$ cat src/rtl/hilo_sequencer.sv
// Divide sequencer and architectural HI/LO register holder between the divider and the control unit.
// Stalls the control unit for a whole divide and services MTHI/MTLO writes and MFHI/MFLO reads.
module hilo_sequencer #(
  parameter int TIMEOUT = 40
) (
  input  logic        clk,
  input  logic        reset,
  input  logic        OpStart,
  input  logic        DivDone,
  input  logic        Div0,
  input  logic [31:0] DivHI,
  input  logic [31:0] DivLO,
  input  logic        HiWrite,
  input  logic        LoWrite,
  input  logic [31:0] WrData,
  input  logic        MfSel,
  output logic        DivCtrl,
  output logic        Busy,
  output logic        Div0Exc,
  output logic        TimeoutErr,
  output logic [31:0] HiReg,
  output logic [31:0] LoReg,
  output logic [31:0] MfData
);

  typedef enum logic [1:0] {
    IDLE    = 2'b00,
    WAIT    = 2'b01,
    RELEASE = 2'b10
  } seqState_t;

  localparam logic [7:0] LastCount = 8'(TIMEOUT - 1);

  seqState_t   state, nextState;
  logic [7:0]  waitCount, nextWaitCount;
  logic        nextDivCtrl, nextBusy, nextDiv0Exc, nextTimeoutErr;
  logic [31:0] nextHi, nextLo;

  always_ff @(posedge clk) begin
    if (!reset) begin
      state      <= IDLE;
      waitCount  <= 8'd0;
      DivCtrl    <= 1'b0;
      Busy       <= 1'b0;
      Div0Exc    <= 1'b0;
      TimeoutErr <= 1'b0;
      HiReg      <= 32'd0;
      LoReg      <= 32'd0;
    end else begin
      state      <= nextState;
      waitCount  <= nextWaitCount;
      DivCtrl    <= nextDivCtrl;
      Busy       <= nextBusy;
      Div0Exc    <= nextDiv0Exc;
      TimeoutErr <= nextTimeoutErr;
      HiReg      <= nextHi;
      LoReg      <= nextLo;
    end
  end

  // Divide-by-zero outranks a simultaneous DivDone, so the stale result is never latched.
  always_comb begin
    nextState      = state;
    nextWaitCount  = waitCount;
    nextDivCtrl    = DivCtrl;
    nextBusy       = Busy;
    nextDiv0Exc    = 1'b0;
    nextTimeoutErr = 1'b0;
    nextHi         = HiReg;
    nextLo         = LoReg;
    case (state)
      IDLE: begin
        if (HiWrite) nextHi = WrData;
        if (LoWrite) nextLo = WrData;
        if (OpStart) begin
          nextDivCtrl   = 1'b1;
          nextBusy      = 1'b1;
          nextWaitCount = 8'd0;
          nextState     = WAIT;
        end
      end
      WAIT: begin
        nextDivCtrl   = 1'b1;
        nextWaitCount = waitCount + 8'd1;
        if (Div0) begin
          nextDiv0Exc = 1'b1;
          nextDivCtrl = 1'b0;
          nextState   = RELEASE;
        end else if (DivDone) begin
          nextHi      = DivHI;
          nextLo      = DivLO;
          nextDivCtrl = 1'b0;
          nextState   = RELEASE;
        end else if (waitCount == LastCount) begin
          nextTimeoutErr = 1'b1;
          nextDivCtrl    = 1'b0;
          nextState      = RELEASE;
        end
      end
      RELEASE: begin
        nextDivCtrl = 1'b0;
        nextBusy    = 1'b0;
        nextState   = IDLE;
      end
      default: begin
        nextDivCtrl = 1'b0;
        nextBusy    = 1'b0;
        nextState   = IDLE;
      end
    endcase
  end

  assign MfData = MfSel ? HiReg : LoReg;

endmodule

$ cat config.mk
export PLATFORM = sky130hd
export DESIGN_NAME = hilo_sequencer
export DESIGN_NICKNAME = d
export VERILOG_FILES = /design/src/rtl/hilo_sequencer.sv
export SDC_FILE = /design/constraint.sdc
export NUM_CORES = 1
export LEC_CHECK = 0
export CORE_MARGIN = 2
export CORE_UTILIZATION = 23
export CTS_CLUSTER_SIZE = 28
export DETAILED_ROUTE_END_ITERATION = 10
export PLACE_DENSITY = 0.48
export SYNTH_ARGS = -nofsm -noshare
export SYNTH_HDL_FRONTEND = slang
export SYNTH_SLANG_ARGS = --single-unit
$ cat constraint.sdc
create_clock -name clk -period 2.1 [get_ports clk]
set_input_delay 0.315 -clock clk [delete_from_list [all_inputs] [get_ports clk]]
set_output_delay 0.315 -clock clk [all_outputs]
set_load 0.01 [all_outputs]
======== Word-level counts from Yosys, hierarchy flattened ========
Index checks and enable logic that the tools add are counted.
word-level totals
  logic and storage cells ................. 52
  output and inout port bits .............. 100
  input bits .............................. 104
  bits in registers ....................... 78
cells by class
  equality and inequality tests ........... 8
  add/subtract/negate cells ............... 1
  mux-type cells .......................... 24
  bitwise operators ....................... 2
  reductions and logical operators ........ 9
operators with widths
  kind                 number
  $mux 32              7
  $pmux 32 s2          2
  $pmux 8 s2           1
  $ne 2x2->1 const B   5
  $add 8x1->8 const B  1
  $eq 8x6->1 const B   1
  $mux 2               4
  $mux 8               1
  $reduce_and 2->1     4
  $reduce_and 4->1     2
  $mux 1               6
  $ne 4x4->1 const B   1
  $pmux 1 s2           2
  $pmux 2 s2           1
  $reduce_or 4->1      1
  $eq 2x1->1 const B   1
  $logic_not 2->1      1
  $not 1->1            2
  $reduce_bool 2->1    1

======== Longest topological paths before layout ========
  depth after elaboration ................. 5
  depth in mapped cells ................... 6
  mapped depth without buffers ............ 4

======== Worst setup path before layout ========
OpenSTA, ideal clock, no wires.
  path kind ............................... input to output
  start point ............................. input MfSel
  end point ............................... output MfData[10]
  path slack .............................. 0.556 ns
  data arrival time ....................... 1.229 ns
  required time ........................... 1.785 ns
  buffers on the path ..................... 2
  stages on the path ...................... 3
  cells stage by stage .................... clkbuf_1 buf_1 mux2_2
on the way
  cells in the longest elaborated chain, start to end .. 1
ends and longest elaborated chain
  what         RTL line  source
  from (decl)  16        input logic MfSel,
  $mux 32      113       assign MfData = MfSel ? HiReg : LoReg;
  to (decl)    23        output logic [31:0] MfData
No other way between the ends.

======== Final worst setup path ========
  start point ............................. input MfSel
  end point ............................... output MfData[16]
The elaborated chain is that of the path after synthesis.

==> metrics.txt <==
# TYPE chip_impl_metric gauge
chip_impl_metric{name="cts_hold_buffers",unit=""} 0
chip_impl_metric{name="clkSlewWorstSetupHoldPaths",unit="ps"} 50
chip_impl_metric{name="place_worst_setup_slack",unit="ps"} 74.85
chip_impl_metric{name="power_density",unit="mW/mm^2"} 713.8
chip_impl_metric{name="aggregate_negative_setup_slack",unit="ps"} 0
chip_impl_metric{name="slew_violations",unit=""} 0
chip_impl_metric{name="number_of_hold_slack_violations_in_the_final_timing_report",unit=""} 0
chip_impl_info{name="reg2reg_to",value="LoReg[6]"} 1
chip_impl_info{name="synth_top_cell_by_area",value="sky130_fd_sc_hd__dfxtp_1"} 1
chip_impl_info{name="crit-reg2reg-launch",value="state[1]"} 1
chip_impl_metric{name="syn_nets",unit=""} 543
chip_impl_metric{name="data_arrival_time_at_the_worst_slack_endpoint",unit="ps"} 1500
chip_impl_metric{name="via_count_of_the_first_global_routing_pass",unit=""} 4389
chip_impl_metric{name="ff2ff_path_depth",unit=""} 5
chip_impl_info{name="hold_startpoint",value="Busy"} 1
chip_impl_metric{name="portBuffers",unit=""} 203
chip_impl_metric{name="insertion_delay",unit="ps"} 340
chip_impl_metric{name="power_leakage",unit="nW"} 2.355
chip_impl_metric{name="grt_usage",unit=""} 0.1600
chip_impl_metric{name="postCtsSetupRepairBufs",unit=""} 0
chip_impl_metric{name="boundaryPins",unit=""} 204
chip_impl_metric{name="grt_pass1_wl",unit="mm"} 24.76
chip_impl_metric{name="die_w",unit="um"} 140.0
chip_impl_info{name="run_status",value="finished clean"} 1
chip_impl_metric{name="synth.lib_cells_used.distinct",unit=""} 41
chip_impl_info{name="timing_worst_setup_path_type",value="input pin to output port"} 1
chip_impl_metric{name="globalRouteOverflowTotal",unit=""} 0
chip_impl_metric{name="core_footprint",unit="mm^2"} 0.01802
chip_impl_metric{name="dr_total_vias",unit=""} 4175
chip_impl_metric{name="cpPeakStageDelay",unit="ps"} 490
chip_impl_metric{name="layout-area-overhead-vs-synth",unit="%"} 61.51
chip_impl_metric{name="initial_core_util",unit=""} 0.2359
chip_impl_metric{name="die_area",unit="mm^2"} 0.01959
chip_impl_metric{name="syn_area",unit="mm^2"} 0.004252
chip_impl_metric{name="transition_at_the_pin_with_the_smallest_max_transition_slack",unit="ps"} 539.9
chip_impl_metric{name="worstPathMaxFanout",unit=""} 32
chip_impl_metric{name="cts-htree-levels",unit=""} 3
chip_impl_metric{name="fp.dieH",unit="um"} 140.0
chip_impl_metric{name="drt-pass1-iter-count",unit=""} 4
chip_impl_metric{name="antenna_cells_inserted",unit=""} 0
chip_impl_metric{name="number_of_enable_type_register_cells_in_the_synthesized_netlist",unit=""} 0
chip_impl_metric{name="seq_area_frac_synth",unit=""} 0.3673
chip_impl_metric{name="min_period_over_period",unit=""} 0.8639
chip_impl_metric{name="final_net_count",unit=""} 732
chip_impl_metric{name="postSynthAreaPerCell",unit="um^2"} 9.707
chip_impl_metric{name="hold_path_depth",unit=""} 1
chip_impl_metric{name="ys.warnings.count",unit=""} 0
chip_impl_info{name="ctsRootBufferMaster",value="sky130_fd_sc_hd__clkbuf_16"} 1
chip_impl_metric{name="finalWorstSetupSlack",unit="ps"} 285.8
chip_impl_info{name="worstHoldPathType",value="flip-flop to flip-flop"} 1
chip_impl_metric{name="synthArstFlopShare",unit=""} 0
chip_impl_metric{name="gpl.final_weighted_congestion",unit=""} 0.7572
chip_impl_metric{name="total_of_endpoints_with_negative_setup_slack_in_the_final_report",unit=""} 0
chip_impl_metric{name="number_of_antenna_violations_at_the_first_check_in_global_routing",unit=""} 0
chip_impl_info{name="synth-main-ff-cell",value="sky130_fd_sc_hd__dfxtp_1"} 1
chip_impl_info{name="layout.cells.most_common",value="sky130_fd_sc_hd__clkdlybuf4s50_1"} 1
chip_impl_info{name="rsz0062_at_grt",value="false"} 1
chip_impl_metric{name="share_of_the_synthesized_area_in_the_top_cell_type",unit=""} 0.3673
chip_impl_metric{name="final_area",unit="mm^2"} 0.006867
chip_impl_metric{name="drcViolationCount",unit=""} 0
chip_impl_metric{name="placement.cell_area",unit="mm^2"} 0.006563
chip_impl_info{name="tritoncts",value="built"} 1
chip_impl_metric{name="wire_per_inst",unit="um"} 18.32
chip_impl_metric{name="layout_min_cycle_time",unit="ps"} 1814
chip_impl_metric{name="hpwl",unit="mm"} 11.29
chip_impl_info{name="end_kind",value="output port"} 1
chip_impl_metric{name="p_total",unit="mW"} 4.901
chip_impl_metric{name="post_cts_resized",unit=""} 0
chip_impl_metric{name="worst_hold_margin",unit="ps"} 493.2
chip_impl_metric{name="cts_inserted_buffers",unit=""} 9
chip_impl_metric{name="max-vdd-ir-drop",unit="uV"} 385.8
chip_impl_metric{name="number_of_flip_flops_and_latches_in_the_synthesized_netlist",unit=""} 78
chip_impl_metric{name="relSlewSlack",unit=""} 0.6401
chip_impl_metric{name="syn_inst",unit=""} 438
chip_impl_metric{name="drive_above_1_share",unit=""} 0.2235
chip_impl_info{name="worstPathCellList",value="buf_2 > buf_12 > mux2_2 > clkdlybuf4s50_1"} 1
chip_impl_metric{name="timing.max_cap.violations",unit=""} 0
chip_impl_metric{name="grt_max_degree",unit=""} 70
chip_impl_info{name="worstSetupStartpointType",value="input pin"} 1
chip_impl_metric{name="setup.reg_to_reg.worst_slack",unit="ps"} 380
chip_impl_info{name="critPathSlowestCell",value="sky130_fd_sc_hd__clkdlybuf4s50_1"} 1
chip_impl_metric{name="achievable-frequency",unit="GHz"} 0.5512
chip_impl_metric{name="critPathRequiredTime",unit="ps"} 1780
chip_impl_metric{name="clk_path_buf_depth",unit=""} 2
chip_impl_info{name="layout.cells.most_common_list",value="sky130_fd_sc_hd__clkdlybuf4s50_1, sky130_fd_sc_hd__nand2_1, sky130_fd_sc_hd__dfxtp_1, sky130_fd_sc_hd__nor3_1, sky130_fd_sc_hd__a311oi_2"} 1
chip_impl_metric{name="finalClockSkew",unit="ps"} 5.253
chip_impl_metric{name="num_rows",unit=""} 49
chip_impl_info{name="synth_top_cells_by_area",value="sky130_fd_sc_hd__dfxtp_1, sky130_fd_sc_hd__a311oi_2, sky130_fd_sc_hd__nand2_1, sky130_fd_sc_hd__mux2_2, sky130_fd_sc_hd__nor3_1"} 1
chip_impl_info{name="holdPathEnd",value="Busy"} 1
chip_impl_metric{name="drt-initial-drc-count",unit=""} 193
chip_impl_metric{name="via_per_inst",unit=""} 4.855
chip_impl_metric{name="wl",unit="mm"} 15.75
chip_impl_metric{name="antenna_left",unit=""} 0
chip_impl_metric{name="clock_sinks",unit=""} 78
worst max-delay path: cells and delay by family:
| kind | cells | cell delay [ps] |
|---|---|---|
| buffers and inverters | 3 | 800 |
| multiplexers | 1 | 370 |
cells in the mapped netlist (2+ instances only):
master                     instances
sky130_fd_sc_hd__buf_6            11
sky130_fd_sc_hd__nor4_1            2
sky130_fd_sc_hd__nand2_1         104
sky130_fd_sc_hd__clkbuf_1         13
sky130_fd_sc_hd__dfxtp_1          78
sky130_fd_sc_hd__nand3_1           4
sky130_fd_sc_hd__o211ai_1          2
sky130_fd_sc_hd__or2_1             2
sky130_fd_sc_hd__nor3_1           64
sky130_fd_sc_hd__buf_1             3
sky130_fd_sc_hd__or4_1             3
sky130_fd_sc_hd__nor2_1            4
sky130_fd_sc_hd__mux2_2           32
sky130_fd_sc_hd__buf_2            13
sky130_fd_sc_hd__o21ai_0           2
sky130_fd_sc_hd__buf_4             6
sky130_fd_sc_hd__a21oi_1           3
sky130_fd_sc_hd__nor3b_2           2
sky130_fd_sc_hd__a311oi_2         64
sky130_fd_sc_hd__nor2b_1           5
cell type report:
cell class | count | area, um^2
fillers | 1819 | 11160
multi-input cells | 313 | 2412
repair buffers | 224 | 2297
flip-flops and latches | 78 | 1562
well taps | 229 | 286.5
clock buffers | 10 | 229.0
clock inverters | 5 | 75.07
inverters | 1 | 5.005
stage by stage:
stage | utilization | cells
finish | 0.3810 | 860
global placement | 0.3641 | 845
global route | 0.3810 | 860
floorplan | - | 438
detailed placement | 0.3641 | 845
CTS | 0.3810 | 860
state kept, by name (all words and copies together), names as in the netlist:
register	cells
TimeoutErr	1
DivCtrl	1
LoReg	32
waitCount	8
HiReg	32
Div0Exc	1
Busy	1
state	2
how the worst max path moves through the flow:
stage / startpoint / endpoint / slack, ps / depth (start not counted)
after detailed placement: DivDone / HiReg[31] / 70 / 6
final: MfSel / MfData[16] / 290 / 4
after floorplan: MfSel / MfData[10] / 560 / 3
after global placement: Div0 / HiReg[0] / 130 / 6
after CTS: MfSel / MfData[16] / 270 / 4
after global routing: MfSel / MfData[16] / 250 / 4
report_power, final:
part	total, mW	internal, mW	switching [mW]
sequential	1.75	1.62	0.128
clock	1.64	1.03	0.613
combinational	1.51	0.850	0.660
kinds of logic after synthesis:
| logic type | synth area share |
|---|---|
| flops | 0.3673 |
| mux | 0.08711 |
| buf+inv | 0.07004 |
| fa+ha+maj | 0.002942 |
| simple gates | 0.2192 |
| compound gates | 0.2534 |
metal layers:
layer  wire [um]  vias up  track usage
met5           0        -            0
met4         141        0      0.03842
met3         713       11      0.03521
met2        7664      131       0.2745
met1        7233     2015       0.2052
li1            -     2018            -
No activity file was read; power rests on OpenSTA's default activity.
